[config.mk]
export PLATFORM = sky130hd
export DESIGN_NAME = reg_access_arbiter
export DESIGN_NICKNAME = d
export VERILOG_FILES = /design/src/rtl/reg_access_arbiter.sv
export SDC_FILE = /design/constraint.sdc
export NUM_CORES = 1
export LEC_CHECK = 0
export CAP_MARGIN = 20
export CORE_MARGIN = 1.5
export CORE_UTILIZATION = 46
export CTS_BUF_LIST = sky130_fd_sc_hd__clkbuf_2
export DETAILED_ROUTE_END_ITERATION = 8
export GPL_TIMING_DRIVEN = 0
export MAX_ROUTING_LAYER = met4
export PLACE_DENSITY = 0.95
export SKIP_LAST_GASP = 1
export SYNTH_ARGS = -nofsm -noshare
export SYNTH_HDL_FRONTEND = slang
export SYNTH_SLANG_ARGS = --single-unit
[constraint.sdc]
create_clock -name clk -period 4.3 [get_ports clk]
set_input_delay 0.86 -clock clk [delete_from_list [all_inputs] [get_ports clk]]
set_output_delay 0.86 -clock clk [all_outputs]
set_load 0.01 [all_outputs]
[src/rtl/reg_access_arbiter.sv]
// Round-robin arbiter guarding one shared WIDTH-bit register: IDLE -> GRANT -> COMMIT.
// Optional saturating write counter output wr_count when REG_ACCESS_ARBITER_WRITE_COUNT_EN is defined.
module reg_access_arbiter #(
    parameter int WIDTH = 8,
    parameter int N_REQ = 4
) (
    input  logic                       clk,
    input  logic                       reset,
    input  logic [N_REQ-1:0]           req,
    input  logic [N_REQ*WIDTH-1:0]     wdata,
    output logic [N_REQ-1:0]           gnt,
    output logic [N_REQ-1:0]           ack,
    output logic [WIDTH-1:0]           q,
    output logic                       busy,
    output logic [$clog2(N_REQ)-1:0]   owner
`ifdef REG_ACCESS_ARBITER_WRITE_COUNT_EN
    ,
    output logic [15:0]                wr_count
`endif
);

    localparam int IdxW = $clog2(N_REQ);

    typedef enum logic [1:0] {StIdle, StGrant, StCommit} state_e;

    state_e             state_q, state_d;
    logic [IdxW-1:0]    ptr_q, ptr_d;
    logic [IdxW-1:0]    owner_q, owner_d;
    logic [N_REQ-1:0]   gnt_q, gnt_d;
    logic [N_REQ-1:0]   ack_q, ack_d;
    logic [WIDTH-1:0]   q_q, q_d;
    logic [IdxW-1:0]    win_idx;
    logic               win_found;
    logic [N_REQ-1:0]   win_onehot;
    logic [WIDTH-1:0]   sel_data;
    logic [IdxW-1:0]    ptr_next;
    int                 cand;

    // Scan upward from ptr with wrap; the first set request wins.
    always_comb begin
        win_idx   = ptr_q;
        win_found = 1'b0;
        cand      = 0;
        for (int i = 0; i < N_REQ; i++) begin
            cand = int'(ptr_q) + i;
            if (cand >= N_REQ) begin
                cand = cand - N_REQ;
            end
            if (!win_found && req[cand]) begin
                win_found = 1'b1;
                win_idx   = IdxW'(cand);
            end
        end
    end

    always_comb begin
        win_onehot = '0;
        sel_data   = '0;
        for (int i = 0; i < N_REQ; i++) begin
            win_onehot[i] = (win_idx == IdxW'(i));
            if (owner_q == IdxW'(i)) begin
                sel_data = wdata[i*WIDTH +: WIDTH];
            end
        end
    end

    assign ptr_next = (owner_q == IdxW'(N_REQ - 1)) ? '0 : owner_q + 1'b1;

    always_comb begin
        state_d = state_q;
        ptr_d   = ptr_q;
        owner_d = owner_q;
        gnt_d   = gnt_q;
        ack_d   = '0;
        q_d     = q_q;
        unique case (state_q)
            StIdle: begin
                gnt_d = '0;
                if (win_found) begin
                    owner_d = win_idx;
                    gnt_d   = win_onehot;
                    state_d = StGrant;
                end
            end
            StGrant: begin
                if (req[owner_q]) begin
                    q_d     = sel_data;
                    ack_d   = gnt_q;
                    state_d = StCommit;
                end else begin
                    // Abort: ptr stays put so the same requester wins a re-request.
                    gnt_d   = '0;
                    state_d = StIdle;
                end
            end
            StCommit: begin
                gnt_d   = '0;
                ptr_d   = ptr_next;
                state_d = StIdle;
            end
            default: begin
                gnt_d   = '0;
                state_d = StIdle;
            end
        endcase
    end

    always_ff @(posedge clk or posedge reset) begin
        if (reset) begin
            state_q <= StIdle;
            ptr_q   <= '0;
            owner_q <= '0;
            gnt_q   <= '0;
            ack_q   <= '0;
            q_q     <= '0;
        end else begin
            state_q <= state_d;
            ptr_q   <= ptr_d;
            owner_q <= owner_d;
            gnt_q   <= gnt_d;
            ack_q   <= ack_d;
            q_q     <= q_d;
        end
    end

`ifdef REG_ACCESS_ARBITER_WRITE_COUNT_EN
    logic [15:0] wr_count_q, wr_count_d;

    always_comb begin
        wr_count_d = wr_count_q;
        if (state_q == StGrant && req[owner_q] && wr_count_q != 16'hFFFF) begin
            wr_count_d = wr_count_q + 16'd1;
        end
    end

    always_ff @(posedge clk or posedge reset) begin
        if (reset) begin
            wr_count_q <= '0;
        end else begin
            wr_count_q <= wr_count_d;
        end
    end

    assign wr_count = wr_count_q;
`endif

    assign gnt   = gnt_q;
    assign ack   = ack_q;
    assign q     = q_q;
    assign owner = owner_q;
    assign busy  = (state_q != StIdle);

endmodule

Yosys cells after proc, flatten, opt, wreduce, memory -nomap -nowiden

Cells that the tools add are included.

Memory bits (read-only): 0
Bits of input ports: 38
Flip-flop bits (word level): 22
Word-level logic and storage cells: 82
Output and inout bits: 19
Bits in latches: 0
Memories kept: 0
Memory bits (writable): 0

Divide/modulo/power cells: 0
Shift operators: 0
Add/subtract/negate cells: 8
Multiplexer cells: 38
Reduce and logical (&&, ||, !) cells: 12
$lt $le $gt $ge: 9
Bitwise operators: 0
Equal/unequal tests: 9
Multipliers: 0

Operators with widths:

| cell                  | number |
|---|---|
| $lt A32 B4 Y1 const B | 4 |
| $mux W32              | 4 |
| $mux W8               | 4 |
| $mux W2               | 7 |
| $mux W1               | 13 |
| $mux W4               | 3 |
| $sub A3 B3 Y4 const B | 3 |
| $bmux W1 S2           | 5 |
| $eq A2 B2 Y1 const B  | 5 |
| $ge A3 B3 Y1 const B  | 3 |
| $pmux W4 S2           | 1 |
| $add A2 B2 Y3 const B | 2 |
| $eq A2 B1 Y1 const B  | 3 |
| $logic_not A2 Y1      | 3 |
| $pmux W2 S2           | 1 |
| $reduce_and A2 Y1     | 2 |
| $sub A2 B3 Y4 const B | 1 |
| $add A2 B1 Y3 const B | 1 |
| $ge A2 B3 Y1 const B  | 1 |
| $logic_and A1 B1 Y1   | 3 |
| $logic_not A1 Y1      | 3 |
| $lt A2 B3 Y1 const B  | 1 |
| $add A2 B1 Y2 const B | 1 |
| $ne A2 B2 Y1 const B  | 1 |
| $reduce_bool A2 Y1    | 1 |

Longest topological paths before layout

Depth in word-level cells: 18
Gate-level depth with buffers: 7
Gate-level depth less buffers: 6

Worst setup path before layout

Ideal clock, no wire load.

Path type: in2reg
Start point: input port req[0]
End point: register q_q[0] (netlist: q[0])
Cell stages on the path: 5
Buffers on the path: 1
Required time: 4.175 ns
Slack: 2.094 ns
Library setup time: 0.125 ns
Arrival: 2.081 ns
Cells stage by stage: nor2b_1 > a211oi_1 > a2111oi_4 > buf_6 > mux2_4

Word-level cells in the longest chain between the ends: 3

RTL lines:

| element                            | line | source |
|---|---|---|
| start: declaration                 | 9    | `input logic [N_REQ-1:0] req,` |
| $bmux W1 S2                        | 86   | `if (req[owner_q]) begin` |
| $mux W1 (not written as such)      | 86   |  |
| $reduce_and A2 Y1 (no source line) | -    |  |
| end signal: assignment             | 122  | `q_q <= q_d;` |
| end: declaration                   | 31   | `logic [WIDTH-1:0] q_q, q_d;` |

No other way between the ends. The select of a mux whose other input is x is not followed.
A chain may end at the register's enable or synchronous reset.

Worst setup path in the final report

Ends and elaborated chain as after synthesis.

==> flow_summary.rst <==
.. list-table::
   :header-rows: 1

   * - Metric
     - Value
   * - Run status
     - finished clean
   * - Antenna violations before repair
     - 0
   * - Clock latency reported for the late side of the worst-skew pair
     - around 0.34 ns
   * - ANT nets after route
     - 0
   * - P per Cell Area
     - 639 nW/µm²
   * - Cell Rows
     - 18
   * - Post-layout minimum cycle time
     - around 2.6 ns
   * - Hold_buf cts
     - 0
   * - Number of DRC markers after the initial detailed-route iteration
     - between 40 and 50
   * - Total count of max-transition violations in the final report
     - 0
   * - Worst slew margin relative to its limit
     - 47.6%
   * - Placed wire-length estimate after detailed placement
     - 2480 µm
   * - Placement Cell Area
     - 1860 µm²
   * - Path category of the worst min-delay check
     - flop to flop
   * - Library cell with the largest summed area after synthesis
     - sky130_fd_sc_hd__dfrtp_1
   * - Buffer type at the clock tree root
     - sky130_fd_sc_hd__clkbuf_2
   * - Syn Std Cell Area
     - between 1000 and 1500 µm²
   * - CP Buf/Inv Count
     - 2
   * - Number of max-capacitance violations reported
     - 0
   * - Dpl cells
     - 204
   * - Number of instances resized during post-cts repair
     - 0
   * - Worst Hold Margin
     - roughly 0.54 ns
   * - FFs w/ async S/R, synth
     - between 90% and 100%
   * - Max frequency
     - ~390 MHz
   * - TritonCTS clock tree
     - built
   * - Transition time at the pin with the least slew margin
     - between 0.7 and 0.8 ns
   * - Critical Path Start Type
     - input pin
   * - Period utilisation layout
     - about 60%
   * - Leakage power figure
     - 0.798 nW
   * - Count of distinct cell types in the synthesized netlist
     - 33
   * - Area of the core region
     - 2540 µm²
   * - Total CTS buffers
     - 3
   * - Post-synthesis register bit count
     - 22
   * - Final net count
     - 221
   * - Post-Synthesis Cells
     - 118
   * - Antenna Diode Count
     - 0
   * - Critical path class
     - input pin to flop
   * - Final setup vio count
     - 0
   * - Clock-pin transition on the worst setup and hold timing paths
     - 0.21 ns
   * - Commonest register cell after synthesis
     - sky130_fd_sc_hd__dfrtp_1
   * - Routed wire length
     - between 3000 and 4000 µm
   * - Worst IR drop on VDD
     - between 400 and 500 µV
   * - Portion of synthesized cell area occupied by the leading cell type
     - between 40% and 50%
   * - Total nets after synthesis
     - 160
   * - Worst Setup End Kind
     - flop
   * - Cells along the critical path
     - clkdlybuf4s50_1 > nor2b_1 > a211oi_1 > a2111oi_4 > buf_6 > mux2_4
   * - Cell with the most instances after synthesis
     - sky130_fd_sc_hd__dfrtp_1
   * - Number of levels in the clock H-tree
     - 1
   * - Share of final-layout standard cells stronger than drive strength 1
     - a little over an eighth
   * - Global placer's final weighted congestion
     - 0.910
   * - Clock Sinks
     - 22
   * - Cell types with the highest counts after synthesis
     - sky130_fd_sc_hd__dfrtp_1 (22), sky130_fd_sc_hd__nand2_1 (11), sky130_fd_sc_hd__nor2b_1 (10), sky130_fd_sc_hd__o31ai_1 (10), sky130_fd_sc_hd__mux2_2 (9)
   * - Area Growth Syn to Fin
     - 51.0%
   * - Setup clock skew after layout
     - 0.00547 ns
   * - Mean instance size in the synthesized netlist
     - around 11 µm²
   * - Post-layout instance count excluding filler cells
     - between 200 and 250
   * - Highest fanout seen on the critical path
     - 10
   * - Via density per instance
     - between 5 and 6
   * - Total number of vias
     - between 1k and 1.5k
   * - Die Height
     - 55.3 µm
   * - Setup repair after global routing missed its margin
     - false
   * - Required time reported for the critical path endpoint
     - ~4.6 ns
   * - Post-layout instance area
     - about 1900 µm²
   * - Maximum count of clock buffers along a single path
     - 2
   * - Slowest cell on the critical path
     - sky130_fd_sc_hd__a2111oi_4
   * - Final total negative setup slack
     - 0 ns
   * - Number of iterations in the first detailed-routing pass
     - 4
   * - Total gr overflow
     - 0
   * - Power after layout
     - between 1 and 1.5 mW
   * - Largest net degree at the start of global routing
     - 23
   * - GRT Overall Usage
     - ~22%
   * - Category of cells accounting for the largest share of critical-path delay
     - buffers and inverters
   * - Number of buffer cells added on primary ports
     - 56
   * - Biggest cell delay along the critical path
     - 0.67 ns
   * - Cells taking the most area after synthesis
     - sky130_fd_sc_hd__dfrtp_1 (44%), sky130_fd_sc_hd__mux2_2 (8.0%), sky130_fd_sc_hd__o31ai_1 (6.0%)
   * - Starting density of the core
     - around half
   * - Post-synthesis sequential area ratio
     - between 40% and 50%
   * - Wire length of the first global-routing pass
     - 5150 µm
   * - Vias in the first global route
     - between 1k and 1.5k
   * - Count of unresolved DRC violations after routing
     - 0
   * - Horizontal extent of the die
     - about 55 µm
   * - Data arrival time of the worst path
     - 2.83 ns
   * - WL/cell
     - roughly 15 µm
   * - Final Hold Violating Endpoints
     - 0
   * - # IOs
     - 57
   * - Die Outline Area
     - 3060 µm²
   * - EDFF count, synth
     - 0
   * - Yosys warning count
     - 0
   * - Post-CTS Setup Inserts
     - 0
## flip-flops by register name, indices dropped and copies added, names as in the netlist
signal   flops
ack          4
state_q      2
owner        2
gnt          4
ptr_q        2
q            8
## kinds of logic after synthesis
| family | Yosys count | share of synthesized area, % |
|---|---|---|
| compound gates | 33 | 21.5 |
| fa+ha+maj | 4 | 3.97 |
| buf+inv | 11 | 4.67 |
| flops | 22 | 43.7 |
| mux | 11 | 10.0 |
| simple gates | 37 | 16.2 |
## cell usage in the layout, fill, tap and decap left out, types with 2 or more instances in the layout
master                            netlist  final
sky130_fd_sc_hd__a21oi_1                3      3
sky130_fd_sc_hd__a221oi_1               7      7
sky130_fd_sc_hd__and2_2                 4      4
sky130_fd_sc_hd__clkbuf_1               3      3
sky130_fd_sc_hd__clkbuf_2               0      3
sky130_fd_sc_hd__clkdlybuf4s50_1        0     56
sky130_fd_sc_hd__dfrtp_1               22     22
sky130_fd_sc_hd__ha_1                   4      4
sky130_fd_sc_hd__inv_1                  6      6
sky130_fd_sc_hd__mux2_2                 9      9
sky130_fd_sc_hd__nand2_1               11     11
sky130_fd_sc_hd__nand2b_1               3      3
sky130_fd_sc_hd__nor2_1                 3      3
sky130_fd_sc_hd__nor2b_1               10     10
sky130_fd_sc_hd__o21ai_0                3      3
sky130_fd_sc_hd__o2bb2ai_1              2      2
sky130_fd_sc_hd__o31ai_1               10     10
## worst paths after layout
kind / start / to / slack [ns] / cells after the start
max: req[0] / q[0] / 1.74 / 6
min: q[5] / q[5] / 0.54 / 1
max reg2reg: owner[1] / q[3] / 2.06 / 7
min reg2reg: q[5] / q[5] / 0.54 / 1
max in group asynchronous: reset / ptr_q[0] / 2.90 / 2
min in group asynchronous: reset / q[1] / 0.92 / 2
## metal layers
metal / vias up / GRT usage (%) / routed length (µm)
li1: 549 / - / -
met1: 521 / 25.8 / 1390
met2: 54 / 36.1 / 1510
met4: 0 / 8.36 / 48
met5: - / - / 0
met3: 5 / 4.68 / 216
## area by class of cell
type,count,area (µm²)
tap,30,37.5
fill,186,642
timing repair buffer,56,561
clock buffer,3,15.0
multi-input combinational,85,651
buffer,5,36.3
clock inverter,1,30.0
sequential,22,551
inverter,6,22.5
## metrics by stage
step	util [%]	setup WS, ns
final	74.8	1.74
after global routing	74.8	1.63
after CTS	74.8	1.73
after detailed placement	73.0	1.33
after global placement	73.0	1.37
after floorplan	-	2.09
## where the power goes
group	switching, mW	total (mW)	internal [mW]
Combinational	0.316	0.702	0.387
Clock	0.0657	0.146	0.0802
Sequential	0.0758	0.369	0.293
Total	0.457	1.22	0.760
Power figures use the tool's default switching activity.
